$ cat config.mk
export PLATFORM = sky130hd
export DESIGN_NAME = clock_divider_multi
export DESIGN_NICKNAME = d
export VERILOG_FILES = /design/src/rtl/clock_divider_pkg.sv /design/src/rtl/clock_divider_ch.sv /design/src/rtl/clock_divider_multi.sv
export SDC_FILE = /design/constraint.sdc
export NUM_CORES = 1
export LEC_CHECK = 0
export BUFFER_PORTS_ARGS = -buffer_cell sky130_fd_sc_hd__buf_2
export CAP_MARGIN = 20
export CORE_AREA = 2 2 158 160
export CTS_CLUSTER_DIAMETER = 50
export DETAILED_ROUTE_END_ITERATION = 6
export DIE_AREA = 0 0 160 162
export GPL_TIMING_DRIVEN = 0
export PLACE_DENSITY_LB_ADDON = 0.3
export SYNTH_ARGS = -nofsm -noshare
export SYNTH_HDL_FRONTEND = slang
export SYNTH_SLANG_ARGS = --single-unit
$ cat constraint.sdc
create_clock -name clk_in -period 6.4 [get_ports clk_in]
set_input_delay 0.32 -clock clk_in [delete_from_list [all_inputs] [get_ports clk_in]]
set_output_delay 0.32 -clock clk_in [all_outputs]
set_load 0.01 [all_outputs]
$ cat src/rtl/clock_divider_pkg.sv
// Shared types and helpers for the multi-channel clock divider.
// Helpers work on 32-bit values; callers cast to their own counter width.
package clock_divider_pkg;

   localparam int MAX_W = 32;

   typedef enum logic {IDLE, RUN} ch_state_t;

   function automatic logic [MAX_W-1:0] clamp_div(input logic [MAX_W-1:0] x);
      return (x < MAX_W'(2)) ? MAX_W'(2) : x;
   endfunction

   // One extra bit so the +1 cannot wrap at the largest divisor.
   function automatic logic [MAX_W:0] high_len(input logic [MAX_W-1:0] d);
      return ({1'b0, d} + (MAX_W+1)'(1)) >> 1;
   endfunction

   function automatic int default_div(input int fIn, input int fOut);
      int q;
      q = fIn / fOut;
      return (q < 2) ? 2 : q;
   endfunction

endpackage

$ cat src/rtl/clock_divider_ch.sv
// One divider channel: run/idle state, phase counter, active and shadow
// divisors, and registered clock/tick/busy outputs.
module clock_divider_ch
   import clock_divider_pkg::*;
#(
   parameter int               CNT_W       = 16,
   parameter logic [CNT_W-1:0] DEFAULT_DIV = CNT_W'(10)
)(
   input  logic             clk_in,
   input  logic             reset,
   input  logic             i_en,
   input  logic             i_sync,
   input  logic             i_wrEn,
   input  logic [CNT_W-1:0] i_wrDiv,
   output logic             o_clkOut,
   output logic             o_tick,
   output logic             o_busy
);

   ch_state_t        r_state;
   ch_state_t        w_stateNext;
   logic [CNT_W-1:0] r_phase;
   logic [CNT_W-1:0] w_phaseNext;
   logic [CNT_W-1:0] r_div;
   logic [CNT_W-1:0] w_divNext;
   logic [CNT_W-1:0] r_shadow;
   logic [CNT_W-1:0] w_wrDivClamped;
   logic [CNT_W:0]   w_highLen;
   logic             w_lastPhase;
   logic             w_clkOutNext;
   logic             w_tickNext;
   logic             w_busyNext;

   assign w_wrDivClamped = CNT_W'(clamp_div(MAX_W'(i_wrDiv)));
   assign w_lastPhase    = (r_phase == r_div - CNT_W'(1));

   // Sync beats the normal period advance; a running period is never cut short by en.
   always_comb begin
      w_stateNext = r_state;
      w_phaseNext = r_phase;
      w_divNext   = r_div;
      if (i_sync && (r_state == RUN || i_en)) begin
         w_stateNext = RUN;
         w_phaseNext = '0;
         w_divNext   = r_shadow;
      end else if (r_state == IDLE) begin
         if (i_en) begin
            w_stateNext = RUN;
            w_phaseNext = '0;
            w_divNext   = r_shadow;
         end
      end else if (w_lastPhase) begin
         w_phaseNext = '0;
         if (i_en) begin
            w_divNext = r_shadow;
         end else begin
            w_stateNext = IDLE;
         end
      end else begin
         w_phaseNext = r_phase + CNT_W'(1);
      end
   end

   // Outputs are decoded from the next state so they register alongside it.
   always_comb begin
      w_highLen    = (CNT_W+1)'(high_len(MAX_W'(w_divNext)));
      w_busyNext   = (w_stateNext == RUN);
      w_clkOutNext = w_busyNext && ({1'b0, w_phaseNext} < w_highLen);
      w_tickNext   = w_busyNext && (w_phaseNext == '0);
   end

   // Reset discards any pending load and restores the default divisor.
   always_ff @(posedge clk_in) begin
      if (reset) begin
         r_state  <= IDLE;
         r_phase  <= '0;
         r_div    <= DEFAULT_DIV;
         r_shadow <= DEFAULT_DIV;
         o_clkOut <= 1'b0;
         o_tick   <= 1'b0;
         o_busy   <= 1'b0;
      end else begin
         r_state  <= w_stateNext;
         r_phase  <= w_phaseNext;
         r_div    <= w_divNext;
         if (i_wrEn) begin
            r_shadow <= w_wrDivClamped;
         end
         o_clkOut <= w_clkOutNext;
         o_tick   <= w_tickNext;
         o_busy   <= w_busyNext;
      end
   end

endmodule

$ cat src/rtl/clock_divider_multi.sv
// Multi-channel programmable clock divider: decodes divisor writes to one
// channel and replicates the per-channel divider.
module clock_divider_multi
   import clock_divider_pkg::*;
#(
   parameter  int N_CH  = 4,
   parameter  int CNT_W = 16,
   parameter  int F_IN  = 100,
   parameter  int F_OUT = 10,
   localparam int SEL_W = (N_CH > 1) ? $clog2(N_CH) : 1
)(
   input  logic              clk_in,
   input  logic              reset,
   input  logic [N_CH-1:0]   en,
   input  logic              sync,
   input  logic              load,
   input  logic [SEL_W-1:0]  load_ch,
   input  logic [CNT_W-1:0]  load_div,
   output logic [N_CH-1:0]   clk_out,
   output logic [N_CH-1:0]   tick,
   output logic [N_CH-1:0]   busy
);

   localparam logic [CNT_W-1:0] DEFAULT_DIV = CNT_W'(default_div(F_IN, F_OUT));

   logic            w_selValid;
   logic [N_CH-1:0] w_wrEn;

   // Selector codes past the last channel are dropped rather than aliased.
   assign w_selValid = (32'(load_ch) < 32'(N_CH));

   for (genvar i = 0; i < N_CH; i++) begin : g_ch
      assign w_wrEn[i] = load && w_selValid && (load_ch == SEL_W'(i));

      clock_divider_ch #(
         .CNT_W       (CNT_W),
         .DEFAULT_DIV (DEFAULT_DIV)
      ) u_ch (
         .clk_in   (clk_in),
         .reset    (reset),
         .i_en     (en[i]),
         .i_sync   (sync),
         .i_wrEn   (w_wrEn[i]),
         .i_wrDiv  (load_div),
         .o_clkOut (clk_out[i]),
         .o_tick   (tick[i]),
         .o_busy   (busy[i])
      );
   end

endmodule

==> results.yml, run 1 <==
logic_synthesis:
  synth_warnings: 0
  syn_avg_cell_area_sq_um: 7.411
  synthArstFlopShare_pct: 0
  ys_types: 84
  synth_top_area_share_pct: 26.90
  synthesis.area_sq_um: 15180
  ys.flop_type: "dfxtp_1"
  yosysSeqAreaShare_pct: 26.90
  synthMostInstantiatedCell: "nand2_1"
  yosys-top-cells-area: "dfxtp_1 27%, nand2_1 7.1%, ha_1 5.9%, xnor2_1 5.5%, a21oi_1 4.4%"
  synth_edf_count: 0
  syn_inst: 2049
  synth_area_leader_cell: "dfxtp_1"
  synth_nets: 2147
  synth-seq-cells: 204
  synthTopCellsByCount: "287 x nand2_1, 204 x dfxtp_1, 175 x nor2_1, 132 x a21oi_1, 117 x clkbuf_1"
worst_setup_path:
  crit_fanout: 9
  r2r_slack_ns: 0.32
  arrival_ns: 6.51
  cp.required_ns: 6.83
  slowest_delay_ns: 0.59
  critPathLaunchType: "flip-flop"
  end_kind: "flip-flop"
  cpMostUsedCell: "nor2b_1"
  crit_path_top_delay_cell: "or4_4"
  critical_path_class: "flip-flop to flip-flop"
route:
  vias: 15370
  drc: 0
  drt-total-wl_um: 44050
  vias_per_cell: 6.241
  drt_iter0_drc: 1625
  drtAntennaViolNets: 0
  drt-wirelength-per-cell_um: 17.89
  first_pass_iters: 6
global_routing:
  met2_usage_pct: 54.76
  top_usage_layer: "met2"
  grt_use_met3_pct: 5.720
  grt_antenna_before_repair: 1
  grt-ovfl-total: 0
  grt_max_degree: 14
  grt.met1_usage_pct: 43.40
  track_usage_pct: 33.22
  grt_pass1_wl_um: 71700
  grt_pass1_vias: 14390
cts:
  clk_pin_slew_ns: 0.06
  cts_max_level: 1
  numClockSinks: 204
  cts_buffers: 28
  clock_latency_ns: 0.55
  root_buffer: "clkbuf_16"
  tritoncts: "yes"
  clockBufferDepth: 3
  hold_buffers: 0
power_and_ir_drop:
  p_sw_share_pct: 28.22
  power.density_nw_per_um2: 200.5
  clockPowerShare_pct: 47.2
  power.internal_w: 0.002423
  comb_power_share_pct: 13.2
  finalPower_w: 0.003376
  vdd.ir_drop.worst_uv: 240.9
  p_leak_nw: 6.692
  power_switching_w: 0.0009527
  seqPwrFrac_pct: 39.6
sta:
  finalHoldViolCount: 0
  worst_pin_slew_ns: 0.8367
  min_period_ns: 6.077
  setup_viol_count_final: 0
  fmaxAchievable_mhz: 164.5
  fin_skew_ns: 0.01648
  slew-limit-headroom_pct: 43.49
  tns_ns: 0
  slew_violations: 0
  min_period_over_period_pct: 94.96
die:
  rows: 57
  dieHeight_um: 162
  io_pins: 38
  initial_core_util_pct: 62.99
  die_w_um: 160
  core_area_sq_um: 24110
  dieArea_sq_um: 25920
placed_design:
  dp_hpwl_um: 33050
  routabilityCongestion: 0.9355
  post-place-cells: 2407
  place_area_sq_um: 15760
  port_buffers: 34
final_layout:
  fillCellCount: 2059
  fin_cells: 2462
  layout-drive-gt1-share_pct: 8.326
  finalInstanceArea_sq_um: 16840
  fin_util_pct: 69.85
  syn_to_final_growth_pct: 10.89
  antennaDiodeCount: 0
  final_net_count: 2215
status:
  status: "finished, final reports clean"
worst_hold_path:
  hold_class: "input pin to flip-flop"
run:
  max-cap-violations: 0
layer usage:
layer | routed length (um) | vias up
met5 | 13 | -
met4 | 1713 | 2
met3 | 3798 | 143
met2 | 20000 | 705
met1 | 18530 | 7180
li1 | - | 7335
sequential cells by signal, indices dropped and copies added (netlist names):
signal,cells
g_ch.u_ch.r_div,64
g_ch.u_ch.o_busy,4
g_ch.u_ch.r_phase,64
g_ch.u_ch.r_shadow,64
g_ch.u_ch.o_clkOut,4
g_ch.u_ch.o_tick,4
cell usage in the layout (no fill, tap or decap), drive strengths merged, types with 11 or more instances in the layout:
master  count
nand4      33
a21oi     135
xnor2      96
nand2     287
o31ai      27
a31oi      17
or2        13
o21ai     121
inv        46
a211oi     14
a21o       21
nor4       25
nand2b     25
mux2i      63
or3        15
clkbuf    150
nor2b      83
nor3       47
nand3      98
nor2      175
ha         72
dfxtp     204
buf        81
xor2       71
and3       62
nor3b      11
cells by family after synthesis:
kind of cell	synth area share [%]
AND/OR/NAND/NOR	29.90
AO/OA/AOI/OAI	17.06
flip-flops	26.90
buffers and inverters	5.686
XOR/XNOR	9.781
adder cells (fa/ha/maj)	5.933
multiplexers	4.746
stage by stage:
step                setup WS [ns]  hold slack, ns
detailed placement        0.05794          0.4739
global route            -0.003102         0.09072
CTS                       0.03439         0.06701
global placement           0.2062          0.4639
floorplan                   1.211          0.4357
finish                     0.3226          0.1019
layout make-up:
type | count | area, sq um | area share, %
plain buffers | 156 | 703.2 | 4.176
multi-input cells | 1646 | 10320 | 61.27
inverters | 41 | 153.9 | 0.9140
well taps | 324 | 405.4 | 2.407
repair buffers | 40 | 215.2 | 1.278
clock inverters | 16 | 181.4 | 1.077
flip-flops and latches | 204 | 4084 | 24.25
clock buffers | 35 | 778.2 | 4.622
power by group through the flow:
| stage | Sequential (W) | Clock [W] | Combinational, W |
|---|---|---|---|
| after CTS | 0.00134 | 0.00161 | 0.000427 |
| after floorplan | 0.00135 | 0 | 0.000305 |
| after detailed placement | 0.00136 | 0 | 0.000423 |
| after global placement | 0.00136 | 0 | 0.000412 |
| after global routing | 0.00134 | 0.00166 | 0.000481 |
| final | 0.00134 | 0.00159 | 0.000445 |
critical path: cells and delay by family, from the launching register on:
family                   cells  cell delay (ns)
AND/OR/NAND/NOR             11             2.27
AO/OA/AOI/OAI                9             1.93
adder cells (fa/ha/maj)      2             0.54
buffers and inverters        2             0.43
multiplexers                 1             0.33
flip-flops                   1             0.29
XOR/XNOR                     1             0.15
final timing paths:
check | from | endpoint | cells after the start
setup / recovery | g_ch[1].u_ch.r_div[10]$_SDFF_PP0_ | g_ch[1].u_ch.o_clkOut$_SDFF_PP0_ | 26
setup reg to reg | g_ch[1].u_ch.r_div[10]$_SDFF_PP0_ | g_ch[1].u_ch.o_clkOut$_SDFF_PP0_ | 26
hold / removal | load_div[11] | g_ch[0].u_ch.r_shadow[11]$_SDFFE_PP0P_ | 3
hold reg to reg | g_ch[3].u_ch.r_shadow[13]$_SDFFE_PP0P_ | g_ch[3].u_ch.r_shadow[13]$_SDFFE_PP0P_ | 2
repair_timing:
item,in CTS,in global routing
resized for setup,0,18
pin swaps,0,4
setup endpoints to repair,1,4
hold endpoints to repair,0,0
setup buffers,0,6
Power figures use the tool's default switching activity.
==> run 2: changes to the inputs <==
BUFFER_PORTS_ARGS = -buffer_cell sky130_fd_sc_hd__clkbuf_2   (was -buffer_cell sky130_fd_sc_hd__buf_2)
CORE_AREA = 2 2 120 209   (was 2 2 158 160)
DIE_AREA = 0 0 122 211   (was 0 0 160 162)
==> run 2 against run 1 <==
Effect of this change: die area decreased by 0.69%; wire length up 6.7%; non-clock buffer count rose by 1; fmax decreased by 0.57%; largest cell class unchanged.
==> results.yml, run 2 (synthesized netlist as in run 1, its figures left out) <==
worst_setup_path:
  crit_fanout: 8
  critPathLaunchType: "flip-flop"
  end_kind: "flip-flop"
  critical_path_class: "flip-flop to flip-flop"
  arrival_ns: 6.54
  r2r-end: "g_ch[1].u_ch.o_clkOut$_SDFF_PP0_"
  worst-r2r-cell-count: 26
  cp.required_ns: 6.83
  rr_startpoint: "g_ch[1].u_ch.r_div[10]$_SDFF_PP0_"
  r2r_slack_ns: 0.29
global_routing:
  track_usage_pct: 36.38
  grt-ovfl-total: 0
  grt_pass1_wl_um: 75030
  grt_max_degree: 18
  grt_pass1_vias: 15050
  grt_antenna_before_repair: 1
sta:
  min_period_over_period_pct: 95.50
  finalHoldViolCount: 0
  slew-limit-headroom_pct: 31.89
  worst_pin_slew_ns: 1.022
  slew_violations: 0
  min_period_ns: 6.112
  fin_skew_ns: 0.01547
  setup_viol_count_final: 0
  fmaxAchievable_mhz: 163.6
worst_hold_path:
  hold_class: "input pin to flip-flop"
  min_from: "load_div[3]"
  min_path_cells: 3
  min_to: "g_ch[1].u_ch.r_shadow[3]$_SDFFE_PP1P_"
final_layout:
  antennaDiodeCount: 0
  layout_common_cells: "287 x nand2_1, 203 x dfxtp_1, 175 x nor2_1, 129 x a21oi_1, 115 x o21ai_0"
  final_common_cell: "nand2_1"
  fin_util_pct: 69.40
  layout-drive-gt1-share_pct: 8.094
  top_regs: "g_ch.u_ch.r_div: 64 flops, g_ch.u_ch.r_phase: 64 flops, g_ch.u_ch.r_shadow: 64 flops"
  syn_to_final_growth_pct: 9.360
  final_net_count: 2209
die:
  initial_core_util_pct: 63.46
  die_w_um: 122
  io_pins: 38
  rows: 75
  dieHeight_um: 211
  core_area_sq_um: 23930
  dieArea_sq_um: 25740
run:
  max-cap-violations: 0
placed_design:
  port_buffers: 34
  routabilityCongestion: 0.9934
  dp_hpwl_um: 35430
power_and_ir_drop:
  comb_power_share_pct: 14.6
  power.density_nw_per_um2: 187.4
  power_switching_w: 0.0009064
  vdd.ir_drop.worst_uv: 196.9
  p_leak_nw: 6.593
  finalPower_w: 0.003112
  p_sw_share_pct: 29.12
  clockPowerShare_pct: 42.4
  seqPwrFrac_pct: 43.0
  power.internal_w: 0.002206
route:
  drt-total-wl_um: 47000
  first_pass_iters: 6
  vias_per_cell: 6.311
  vias: 15350
  drt-wirelength-per-cell_um: 19.32
  drtAntennaViolNets: 0
  drc: 0
  drt_iter0_drc: 1214
cts:
  clockBufferDepth: 3
  cts_buffers: 21
  cts_max_level: 1
  root_buffer: "clkbuf_16"
  clock_latency_ns: 0.53
  tritoncts: "yes"
  clk_pin_slew_ns: 0.07
  numClockSinks: 204
status:
  status: "finished, final reports clean"
[run 2: cell types whose count changed in the layout (fill, tap and decap cells not counted), moves of 2 or more]
cell,change
clkbuf_2,+36
a21oi_2,+2
clkbuf_16,-8
buf_2,-33
a21oi_1,-2
clkinv_4,-3
clkbuf_8,-3
clkbuf_1,-4
[run 2: worst max-delay path, cell delays in order (launching register included)]
cell and delay [ns]:
dfxtp_1 0.30, clkbuf_1 0.20, or4_4 0.60, or4_1 0.48, a211oi_1 0.25, o2111ai_1 0.20, o41a_1 0.41, nor2b_1 0.21
a21oi_2 0.11, buf_6 0.22, mux2_1 0.33, ha_1 0.26, nand3_1 0.11, xor2_1 0.14, nor2_1 0.08, a21oi_2 0.17
ha_1 0.27, nor2b_1 0.13, o21ai_0 0.16, nand2b_1 0.07, a21oi_1 0.16, nor2b_1 0.07, o21ai_0 0.21, nand2b_1 0.15
a211oi_4 0.32, nor3_1 0.08, nor4bb_1 0.32
[run 2: timing repair]
item	4_1_cts	5_1_grt
pin swaps	0	8
hold endpoints to repair	0	0
endpoints found under the setup margin	2	4
gates cloned	0	1
hold buffers	0	0
resized for setup	2	24
buffers inserted	0	7
[run 2: final cells by class]
class,instances,area (sq um)
Tap cell,308,385.4
Clock buffer,23,533.0
Fill cell,2081,7323
Clock inverter,14,181.4
Timing Repair Buffer,42,227.7
Multi-Input combinational cell,1646,10340
Inverter,41,153.9
Buffer,155,701.9
Sequential cell,204,4085
[run 2: power groups by stage]
stage          registers, W  clock network [W]  logic (W)
6_report            0.00134            0.00132   0.000455
5_1_grt             0.00134            0.00137   0.000495
3_3_place_gp        0.00136                  0   0.000422
3_5_place_dp        0.00136                  0   0.000431
2_1_floorplan       0.00135                  0   0.000305
4_1_cts             0.00133            0.00132   0.000435
[run 2: stage by stage]
stage          worst slack [ns]  hold WS (ns)  TNS (ns)  area (sq um)  std cells
4_1_cts                0.008065        0.1220         0         16460       2428
6_report                 0.2877        0.1347         0         16610       2433
2_1_floorplan             1.211        0.4357         0         15180       2049
3_3_place_gp           -0.05143        0.4583  -0.05143         15740       2391
3_5_place_dp            -0.2016        0.4672   -0.3315         15740       2391
5_1_grt                -0.06332        0.1455  -0.06332         16610       2433
[run 2: worst max path at each step]
stage,startpoint,cells after the start,endpoint
after floorplan,g_ch[0].u_ch.r_div[0]$_SDFF_PP0_,29,g_ch[0].u_ch.o_clkOut$_SDFF_PP0_
after CTS,g_ch[3].u_ch.r_div[5]$_SDFF_PP0_,29,g_ch[3].u_ch.o_clkOut$_SDFF_PP0_
after global placement,g_ch[0].u_ch.r_div[0]$_SDFF_PP0_,28,g_ch[0].u_ch.o_clkOut$_SDFF_PP0_
after detailed placement,g_ch[1].u_ch.r_div[4]$_SDFF_PP0_,26,g_ch[1].u_ch.o_clkOut$_SDFF_PP0_
final,g_ch[1].u_ch.r_div[10]$_SDFF_PP0_,26,g_ch[1].u_ch.o_clkOut$_SDFF_PP0_
after global routing,g_ch[1].u_ch.r_div[10]$_SDFF_PP0_,26,g_ch[1].u_ch.o_clkOut$_SDFF_PP0_
[run 2: metal layers]
metal  wire length, um  global-route usage [%]  share of wire [%]
met1             17020                   37.85                 36
met4              4016                   27.47                8.5
met3              2485                   5.022                5.3
met2             23480                   64.88                 50
met5                 0                       0                  0
